File: src/rtl/axis_operand_splitter.sv
//------------------------------------------------------------------------------
// axis_operand_splitter
//   Splits a packed {A, B} operand stream into two AXIS streams, each behind a
//   one-deep output slot, and tracks per-packet beat/packet counts.
// Revision: 1.0
//------------------------------------------------------------------------------
`default_nettype none

module axis_operand_splitter #(
  parameter int DATA_W = 32,
  parameter int CNT_W  = 16
) (
  input  logic                clk,
  input  logic                rst_n,
  input  logic [2*DATA_W-1:0] s_axis_op_tdata,
  input  logic                s_axis_op_tvalid,
  input  logic                s_axis_op_tlast,
  output logic                s_axis_op_tready,
  output logic [DATA_W-1:0]   m_axis_a_tdata,
  output logic                m_axis_a_tvalid,
  output logic                m_axis_a_tlast,
  input  logic                m_axis_a_tready,
  output logic [DATA_W-1:0]   m_axis_b_tdata,
  output logic                m_axis_b_tvalid,
  output logic                m_axis_b_tlast,
  input  logic                m_axis_b_tready,
  output logic [CNT_W-1:0]    beat_cnt,
  output logic [CNT_W-1:0]    pkt_cnt,
  output logic [CNT_W-1:0]    last_pkt_len
);

  localparam logic [CNT_W-1:0] C_ONE = {{(CNT_W-1){1'b0}}, 1'b1};

  logic [DATA_W-1:0] a_data_q, a_data_d, b_data_q, b_data_d;
  logic              a_last_q, a_last_d, b_last_q, b_last_d;
  logic              a_valid_q, a_valid_d, b_valid_q, b_valid_d;
  logic [CNT_W-1:0]  beat_cnt_q, beat_cnt_d, pkt_cnt_q, pkt_cnt_d, len_q, len_d;
  logic              free_a, free_b, accept;

  // A slot is free if empty or draining this cycle; tvalid never feeds tready.
  assign free_a           = !a_valid_q || m_axis_a_tready;
  assign free_b           = !b_valid_q || m_axis_b_tready;
  assign s_axis_op_tready = rst_n && free_a && free_b;
  assign accept           = s_axis_op_tvalid && s_axis_op_tready;

  always_comb begin
    a_data_d   = a_data_q;
    a_last_d   = a_last_q;
    a_valid_d  = a_valid_q;
    b_data_d   = b_data_q;
    b_last_d   = b_last_q;
    b_valid_d  = b_valid_q;
    beat_cnt_d = beat_cnt_q;
    pkt_cnt_d  = pkt_cnt_q;
    len_d      = len_q;

    // Load wins over drain so back-to-back beats see no bubble.
    if (accept) begin
      a_data_d  = s_axis_op_tdata[2*DATA_W-1:DATA_W];
      b_data_d  = s_axis_op_tdata[DATA_W-1:0];
      a_last_d  = s_axis_op_tlast;
      b_last_d  = s_axis_op_tlast;
      a_valid_d = 1'b1;
      b_valid_d = 1'b1;
      if (s_axis_op_tlast) begin
        len_d      = beat_cnt_q + C_ONE;
        beat_cnt_d = '0;
        pkt_cnt_d  = pkt_cnt_q + C_ONE;
      end else begin
        beat_cnt_d = beat_cnt_q + C_ONE;
      end
    end else begin
      if (a_valid_q && m_axis_a_tready) a_valid_d = 1'b0;
      if (b_valid_q && m_axis_b_tready) b_valid_d = 1'b0;
    end
  end

  always_ff @(posedge clk or negedge rst_n) begin
    if (!rst_n) begin
      a_data_q   <= '0;
      a_last_q   <= 1'b0;
      a_valid_q  <= 1'b0;
      b_data_q   <= '0;
      b_last_q   <= 1'b0;
      b_valid_q  <= 1'b0;
      beat_cnt_q <= '0;
      pkt_cnt_q  <= '0;
      len_q      <= '0;
    end else begin
      a_data_q   <= a_data_d;
      a_last_q   <= a_last_d;
      a_valid_q  <= a_valid_d;
      b_data_q   <= b_data_d;
      b_last_q   <= b_last_d;
      b_valid_q  <= b_valid_d;
      beat_cnt_q <= beat_cnt_d;
      pkt_cnt_q  <= pkt_cnt_d;
      len_q      <= len_d;
    end
  end

  assign m_axis_a_tdata  = a_data_q;
  assign m_axis_a_tvalid = a_valid_q;
  assign m_axis_a_tlast  = a_last_q;
  assign m_axis_b_tdata  = b_data_q;
  assign m_axis_b_tvalid = b_valid_q;
  assign m_axis_b_tlast  = b_last_q;
  assign beat_cnt        = beat_cnt_q;
  assign pkt_cnt         = pkt_cnt_q;
  assign last_pkt_len    = len_q;

endmodule

`default_nettype wire

File: config.mk
export PLATFORM = sky130hd
export DESIGN_NAME = axis_operand_splitter
export DESIGN_NICKNAME = d
export VERILOG_FILES = /design/src/rtl/axis_operand_splitter.sv
export SDC_FILE = /design/constraint.sdc
export NUM_CORES = 1
export LEC_CHECK = 0
export BUFFER_PORTS_ARGS = -buffer_cell sky130_fd_sc_hd__buf_2
export CORE_ASPECT_RATIO = 0.75
export CORE_MARGIN = 5
export CORE_UTILIZATION = 49
export DETAILED_ROUTE_END_ITERATION = 10
export PLACE_DENSITY = 0.8
export SLEW_MARGIN = 10
export SYNTH_ARGS = -nofsm -noshare
export SYNTH_HDL_FRONTEND = slang
export SYNTH_SLANG_ARGS = --single-unit
File: constraint.sdc
create_clock -name clk -period 1.87 [get_ports clk]
set_clock_uncertainty 0.15 [all_clocks]
set_input_delay 0 -clock clk [delete_from_list [all_inputs] [get_ports clk]]
set_output_delay 0 -clock clk [all_outputs]
set_load 0.1 [all_outputs]
==> reports/metrics.yaml, run 1 <==
power_mw: 10.8
initial_core_util: 0.505
p_per_area_mw_per_mm2: 1460
dpl.hpwl_mm: 9.51
cap_violations: 0
ios: 187
ys_warn_count: 0
num_rows: 31
hold_viol_final: 0
yosys_register_bits: 115
required_ns: 2.04
cts_tree: "built"
ys_top_cells_by_area: "dfrtp_1, nand2_1, xor2_1"
status: "finished clean"
ys.flop_type: "dfrtp_1"
synth_common_cells: "nand2_1, dfrtp_1, o21ai_0"
numCtsBuffers: 17
finalCritPeriodShare: 0.950
cts_max_path_buffers: 2
cp_max_fo: 18
root_buffer: "clkbuf_16"
syn_inst: 516
rr_startpoint: "m_axis_b_tvalid$_DFFE_PN0P_"
die_area_mm2: 0.0122
max_freq_mhz: 563
post_cts_buffers: 0
slowest_delay_ns: 0.47
grt_pass1_vias: 5034
cp_cell_sequence: "nand2b_1 -> nand4_4 -> nor4_1 -> xor2_1"
synth_edf_count: 0
postPlaceCellArea_mm2: 0.00611
grt_max_degree: 83
grt_remaining_overflow: 0
synth.most_common_cell: "nand2_1"
area_growth_pct: 49.7
cts.clk_slew.worst_paths_ns: 0.05
cts.sinks: 115
yosysTopAreaCell: "dfrtp_1"
slew-limit-headroom: 0.315
drt-pass1-iter-count: 5
vias: 4813
drt_wl_total_mm: 15.7
fin_area_mm2: 0.00735
drt_iter0_drc: 382
via_per_inst: 5.23
end_kind: "register"
ir_worst_vdd_v: 0.000896
die_width_um: 126
synth_fp_nets: 588
ctsHtreeMaxLevel: 4
cpMaxStageDelayCell: "dfrtp_4"
gp_congestion: 0.862
setup_viol: 0
rsz0062_at_grt: "true"
core_mm2: 0.00974
grt.total_usage: 0.263
num-fill-cells: 623
crit_type: "reg -> reg"
report.final.slew_viol_count: 0
drc_errors: 0
seq_area_frac_synth: 0.586
fin_nets: 845
die_h_um: 96.7
drive_gt1_frac: 0.342
synthDistinctLibCells: 33
wl_per_cell_um: 17.1
worstSetupStartpoint: "m_axis_b_tvalid$_DFFE_PN0P_"
clock_latency_ns: 0.40
fin_crit_ns: 1.78
synth_area_mm2: 0.00491
async_flop_share: 1.00
synth_top_cell_area_share: 0.586
hold_path_class: "in -> async"
power_leakage_nw: 3.90
worstPathArrival_ns: 1.95
drtAntennaViolNets: 0
crit_path_start_kind: "register"
grt_first_pass_wirelength_mm: 25.8
antenna_found_initial: 2
worst_pin_slew_ns: 1.03
syn_area_per_cell_um2: 9.52
portBuffers: 186
## kinds of logic (layout without fill, tap and decap cells)
logic type | after synthesis | count (layout) | synth area share
AO/OA/AOI/OAI | 45 | 45 | 0.0545
XOR/XNOR | 29 | 29 | 0.0517
adder cells (fa/ha/maj) | 2 | 2 | 0.00509
buffers and inverters | 34 | 304 | 0.0300
flip-flops | 115 | 115 | 0.586
multiplexers | 4 | 4 | 0.00917
other | 0 | 2 | 0
AND/OR/NAND/NOR | 287 | 287 | 0.264
## layout by cell type, fill, tap and decap left out, types with 4 or more instances in the layout
cell,count
clkbuf_1,6
xnor2_1,14
a21o_1,4
nand2_1,223
and4_1,4
nor3_1,6
nand4_1,6
xor2_1,15
a31oi_1,4
nor2_1,7
mux2_2,4
buf_2,184
clkinv_2,6
clkbuf_16,18
dfrtp_4,13
inv_1,5
and3_1,4
dfrtp_2,16
nor4_1,9
dfrtp_1,86
o21ai_0,24
nand3_1,11
dlygate4sd3_1,68
buf_4,10
buf_12,4
o31ai_1,6
## timing repair
item	in CTS	in global routing
gates resized for setup	0	2
hold endpoints to repair	185	0
hold buffers	68	0
setup endpoints to repair	0	5
## metal layers
metal  up-vias  wire length [um]  track usage
met3        41              1420       0.0776
met1      2315              6250        0.336
li1       2201                 -            -
met4         0               443        0.134
met5         -                 0            0
met2       256              7630        0.409
## final cells by class
| cell class | count | area (um^2) | area share |
|---|---|---|---|
| inverter | 5 | 18.8 | 0.00255 |
| multi-input combinational | 367 | 1920 | 0.261 |
| timing repair buffer | 267 | 1780 | 0.242 |
| tap | 132 | 165 | 0.0225 |
| clock buffer | 26 | 489 | 0.0665 |
| clock inverter | 6 | 30.0 | 0.00408 |
| sequential | 115 | 2950 | 0.401 |
| antenna | 2 | 5.00 | 0.000681 |
## flip-flops by register name, indices dropped and copies added, names as in the netlist
name             cells
last_pkt_len        16
m_axis_b_tdata      32
m_axis_a_tdata      32
beat_cnt            16
m_axis_b_tvalid      1
m_axis_b_tlast       1
pkt_cnt             16
m_axis_a_tvalid      1
## critical path: cells and delay by family (launching register included)
family	cells	cell delay [ns]
xor gates and xnor gates	1	0.18
DFF	1	0.47
and+or+nand+nor	3	0.90
## path summary, 6_finish.rpt
| check | endpoint | cells after the start | slack, ns |
|---|---|---|---|
| worst max-delay path | pkt_cnt[13]$_DFFE_PN0P_ | 4 | 0.09 |
| worst min-delay path | last_pkt_len[3]$_DFFE_PN0P_ | 3 | 0.06 |
| worst max register to register | pkt_cnt[13]$_DFFE_PN0P_ | 4 | 0.09 |
| worst min register to register | m_axis_a_tdata[20]$_DFFE_PN0P_ | 2 | 0.31 |
| max in group asynchronous | m_axis_a_tvalid$_DFFE_PN0P_ | 3 | 0.51 |
| min in group clk | pkt_cnt[0]$_DFFE_PN0P_ | 4 | 0.13 |
## power by group
group	internal [mW]	switching (mW)
Combinational	0.713	3.94
Clock	1.78	1.04
Sequential	2.94	0.348
## stage by stage
step	setup TNS, ns	worst slack [ns]	utilization	cells	hold slack (ns)
floorplan	-0.0603	-0.0371	-	516	-0.446
global placement	0	0.172	0.628	817	-0.0584
detailed placement	0	0.0985	0.628	817	-0.0462
CTS	0	0.0822	0.751	917	0.0644
global route	-0.0438	-0.0200	0.755	920	0.113
finish	0	0.0941	0.755	920	0.0646
Power figures use the tool's default switching activity.
==> run 2: changes to the inputs <==
- CORE_UTILIZATION: 49 -> 40
- HOLD_SLACK_MARGIN: not set -> 0.1
- PLACE_DENSITY: 0.8 -> 0.67
==> reports/metrics.yaml, run 2 (same netlist as run 1, synthesis figures left out) <==
via_per_inst: 4.85
numCtsBuffers: 17
ctsHtreeMaxLevel: 4
post_cts_buffers: 0
area_growth_pct: 52.5
cpMaxStageDelayCell: "dfrtp_4"
hold_viol_final: 0
p_per_area_mw_per_mm2: 1530
worstPathArrival_ns: 1.87
cp_cell_sequence: "nand4_1 -> nor4_4 -> nor3b_1 -> a221o_1"
dpl.hpwl_mm: 9.33
grt_pass1_vias: 4858
slowest_delay_ns: 0.46
max_freq_mhz: 576
core_mm2: 0.0122
grt_remaining_overflow: 0
final_common_cell: "nand2_1"
root_buffer: "clkbuf_16"
die_width_um: 138
grt_max_degree: 59
power_mw: 11.4
drt_iter0_drc: 259
ir_worst_vdd_v: 0.00107
report.final.slew_viol_count: 0
cts_tree: "built"
initial_core_util: 0.404
clock_latency_ns: 0.41
slew-limit-headroom: 0.510
wl_per_cell_um: 15.4
required_ns: 2.00
rsz0062_at_grt: "false"
power_leakage_nw: 3.95
drive_gt1_frac: 0.348
finalCritPeriodShare: 0.928
ios: 187
end_kind: "register"
grt.total_usage: 0.211
hold_path_class: "in -> reg"
portBuffers: 186
num-fill-cells: 1035
vias: 4599
postPlaceCellArea_mm2: 0.00614
fin_crit_ns: 1.74
fin_area_mm2: 0.00749
worst_pin_slew_ns: 0.736
antenna_found_initial: 1
whs_ns: 0.0949
die_area_mm2: 0.0146
cts.sinks: 115
fin_nets: 842
crit_path_start_kind: "register"
cpLargestDelayFamily: "simple AND/OR/NAND/NOR gates"
final_cell_mix: "nand2_1, buf_2, dfrtp_1"
gp_congestion: 0.795
cts.clk_slew.worst_paths_ns: 0.05
setup_viol: 0
die_h_um: 106
drtAntennaViolNets: 0
num_rows: 35
cap_violations: 0
grt_first_pass_wirelength_mm: 24.3
crit_type: "reg -> reg"
cp_num_buf_inv: 0
cts_max_path_buffers: 2
cp_max_fo: 7
drc_errors: 0
status: "finished clean"
drt-pass1-iter-count: 5
drt_wl_total_mm: 14.6
[run 2: worst reg2reg max path, stage by stage, from the launching register on]
cell and delay, ns:
dfrtp_4 0.46, nand4_1 0.24, nor4_4 0.41, nor3b_1 0.09
a221o_1 0.27
[run 2: per-layer routing]
layer,wire [um],GRT usage,up-vias
met1,5880,0.254,2164
met4,449,0.0867,0
met2,7030,0.342,207
met5,0,0,-
li1,-,-,2193
met3,1280,0.0795,35
[run 2: cell type report]
type / count / area [um^2] / share of cell area
Sequential cell: 115 / 2950 / 0.393
Multi-Input combinational cell: 367 / 1920 / 0.257
Timing Repair Buffer: 264 / 1750 / 0.233
Clock buffer: 21 / 470 / 0.0628
Tap cell: 166 / 208 / 0.0277
Clock inverter: 10 / 179 / 0.0239
Inverter: 5 / 18.8 / 0.00251
Antenna cell: 1 / 2.50 / 0.000334
[run 2: path summary, 6_finish.rpt]
kind	slack [ns]	from	to	cells past startpoint
max reg2reg	0.13	beat_cnt[11]$_DFFE_PN0P_	beat_cnt[15]$_DFFE_PN0P_	4
max	0.13	beat_cnt[11]$_DFFE_PN0P_	beat_cnt[15]$_DFFE_PN0P_	4
min in group asynchronous	0.21	rst_n	pkt_cnt[9]$_DFFE_PN0P_	3
min	0.09	s_axis_op_tvalid	m_axis_b_tvalid$_DFFE_PN0P_	4
min reg2reg	0.31	m_axis_a_tdata[3]$_DFFE_PN0P_	m_axis_a_tdata[3]$_DFFE_PN0P_	2
max in group asynchronous	0.78	rst_n	m_axis_b_tvalid$_DFFE_PN0P_	3
[run 2: per-stage QoR]
stage                     setup slack (ns)  setup TNS [ns]  cells  utilization
after floorplan                    -0.0371         -0.0603    516            -
after global placement              0.0818               0    849        0.504
after CTS                           0.0290               0    948        0.614
final                                0.134               0    949        0.615
after global routing                0.0291               0    949        0.615
after detailed placement            0.0305               0    849        0.504
[run 2: report_power, final]
group | internal [mW] | switching [mW] | leakage [nW]
Clock | 2.45 | 1.12 | 0.323
Combinational | 0.702 | 3.89 | 2.21
Sequential | 2.94 | 0.336 | 1.42
Total | 6.10 | 5.34 | 3.95
[run 2: repair_timing]
| action | CTS | global route |
|---|---|---|
| resized for setup | 0 | 6 |
| hold buffers | 68 | 0 |
| endpoints found under the hold margin | 208 | 0 |
| endpoints found under the setup margin | 0 | 75 |
==> run 3: changes to the inputs <==
- PLACE_DENSITY: 0.67 -> 0.7
- clock period: 1.87 -> 1.55 ns (I/O delays scaled with it)
==> reports/metrics.yaml, run 3 (same netlist as run 1, synthesis figures left out) <==
status: "finished with violations"
violations: "hold timing, setup timing"
setup_viol: 38
drtAntennaViolNets: 0
max_freq_mhz: 623
num_rows: 35
final_util: 0.683
grt_max_degree: 72
numCtsBuffers: 17
crit_path_start_kind: "register"
crit_type: "reg -> reg"
fin_nets: 896
power_mw: 13.8
die_area_mm2: 0.0146
die_width_um: 138
rsz0062_at_grt: "true"
multi_input_area_mm2: 0.00224
die_h_um: 106
drive_gt1_frac: 0.441
grt_remaining_overflow: 0
antenna_found_initial: 0
cpMaxStageDelayCell: "dfrtp_4"
ctsHtreeMaxLevel: 4
grt_first_pass_wirelength_mm: 25.9
sequentialPowerShare: 0.284
num-fill-cells: 951
worst_pin_slew_ns: 0.917
slew-limit-headroom: 0.389
core_mm2: 0.0122
cts_tree: "built"
drt_wl_total_mm: 15.6
cts_max_path_buffers: 2
end_kind: "register"
report.final.slew_viol_count: 0
grt_pass1_vias: 5178
initial_core_util: 0.404
fin_tns_setup_ns: -0.605
finalCritPeriodShare: 1.04
drc_errors: 0
hold_viol_final: 115
antennaDiodeCount: 0
whs_ns: -0.437
portBuffers: 186
worstPathArrival_ns: 1.73
final-seq-area_mm2: 0.00298
cts.clk_slew.worst_paths_ns: 0.06
clock_latency_ns: 0.40
required_ns: 1.68
cts_hold_buf: 67
ir_worst_vdd_v: 0.00109
wl_per_cell_um: 15.6
root_buffer: "clkbuf_16"
area_growth_pct: 69.2
cap_violations: 0
layout_setup_ws_ns: -0.0556
hold_path_class: "in -> async"
vias: 4790
cp_cell_sequence: "nand4_1 -> nor4_4 -> buf_4 -> xnor2_2 -> o21ai_1"
ios: 187
final_common_cell: "nand2_1"
clockPowerShare: 0.278
grt.total_usage: 0.224
drt_iter0_drc: 374
combPwrFrac: 0.439
gp_congestion: 0.855
cp_max_fo: 4
dpl.hpwl_mm: 10.6
power_switching_share: 0.486
drt-pass1-iter-count: 5
slowest_delay_ns: 0.44
cts.sinks: 115
p_int_mw: 7.09
p_sw_mw: 6.72
via_per_inst: 4.78
p_per_area_mw_per_mm2: 1660
power_leakage_nw: 4.36
final_cell_mix: "nand2_1, buf_2, dfrtp_1"
fin_crit_ns: 1.61
run 3: cell count changes in the layout (fill, tap and decap cells not counted), sizes merged:
cell,delta
inv,+1
dlygate4sd3,-1
bufinv,-3
diode,-1
clkinvlp,+6
buf,+51
clkbuf,+1
run 3: repair_timing:
| action | in CTS | in global routing |
|---|---|---|
| hold endpoints to repair | 201 | 115 |
| setup buffers | 10 | 4 |
| resized for setup | 32 | 19 |
| setup endpoints to repair | 59 | 105 |
| pin swaps | 13 | 11 |
run 3: worst paths after layout:
check | startpoint | endpoint | slack (ns) | depth (start not counted)
worst min register to register | m_axis_a_tdata[8]$_DFFE_PN0P_ | m_axis_a_tdata[8]$_DFFE_PN0P_ | 0.32 | 2
worst max-delay path | beat_cnt[8]$_DFFE_PN0P_ | last_pkt_len[15]$_DFFE_PN0P_ | -0.06 | 5
max in group asynchronous | rst_n | beat_cnt[7]$_DFFE_PN0P_ | 0.85 | 2
worst min-delay path | rst_n | last_pkt_len[2]$_DFFE_PN0P_ | -0.44 | 2
worst max register to register | beat_cnt[8]$_DFFE_PN0P_ | last_pkt_len[15]$_DFFE_PN0P_ | -0.06 | 5
min in group clk | s_axis_op_tvalid | beat_cnt[15]$_DFFE_PN0P_ | 0.12 | 4
run 3: metrics by stage:
stage	instances	instance area, um^2	setup WS [ns]
2_1_floorplan	516	5360	-0.357
4_1_cts	999	8220	-0.0647
6_report	1003	8320	-0.0556
3_5_place_dp	890	6720	-0.0712
3_3_place_gp	890	6720	-0.0522
5_1_grt	1003	8320	-0.136
run 3: area by class of cell:
| class | count | share of cell area |
|---|---|---|
| clock buffer | 18 | 0.0528 |
| inverter | 5 | 0.00271 |
| sequential | 115 | 0.358 |
| multi-input combinational | 367 | 0.269 |
| tap | 166 | 0.0250 |
| clock inverter | 14 | 0.0187 |
| timing repair buffer | 318 | 0.273 |
run 3: critical path, delay by kind of cell, from the launching register on:
family | cells | cell delay (ns)
buf+inv | 1 | 0.19
xor+xnor | 1 | 0.09
flops | 1 | 0.44
compound gates | 1 | 0.07
simple gates | 2 | 0.53
run 3: power by group through the flow:
stage          combinational (mW)  sequential (mW)  clock [mW]
2_1_floorplan               0.810             7.73           0
3_3_place_gp                 5.71             3.94           0
3_5_place_dp                 5.76             3.96           0
4_1_cts                      6.02             3.92        3.94
5_1_grt                      6.29             4.00        4.06
6_report                     6.06             3.92        3.83
run 3: per-layer routing:
| metal | track usage | routed length [um] | up-vias |
|---|---|---|---|
| met1 | 0.271 | 6270 | 2303 |
| li1 | - | - | 2304 |
| met4 | 0.0931 | 410 | 0 |
| met3 | 0.0487 | 858 | 33 |
| met5 | 0 | 0 | - |
| met2 | 0.387 | 8070 | 150 |
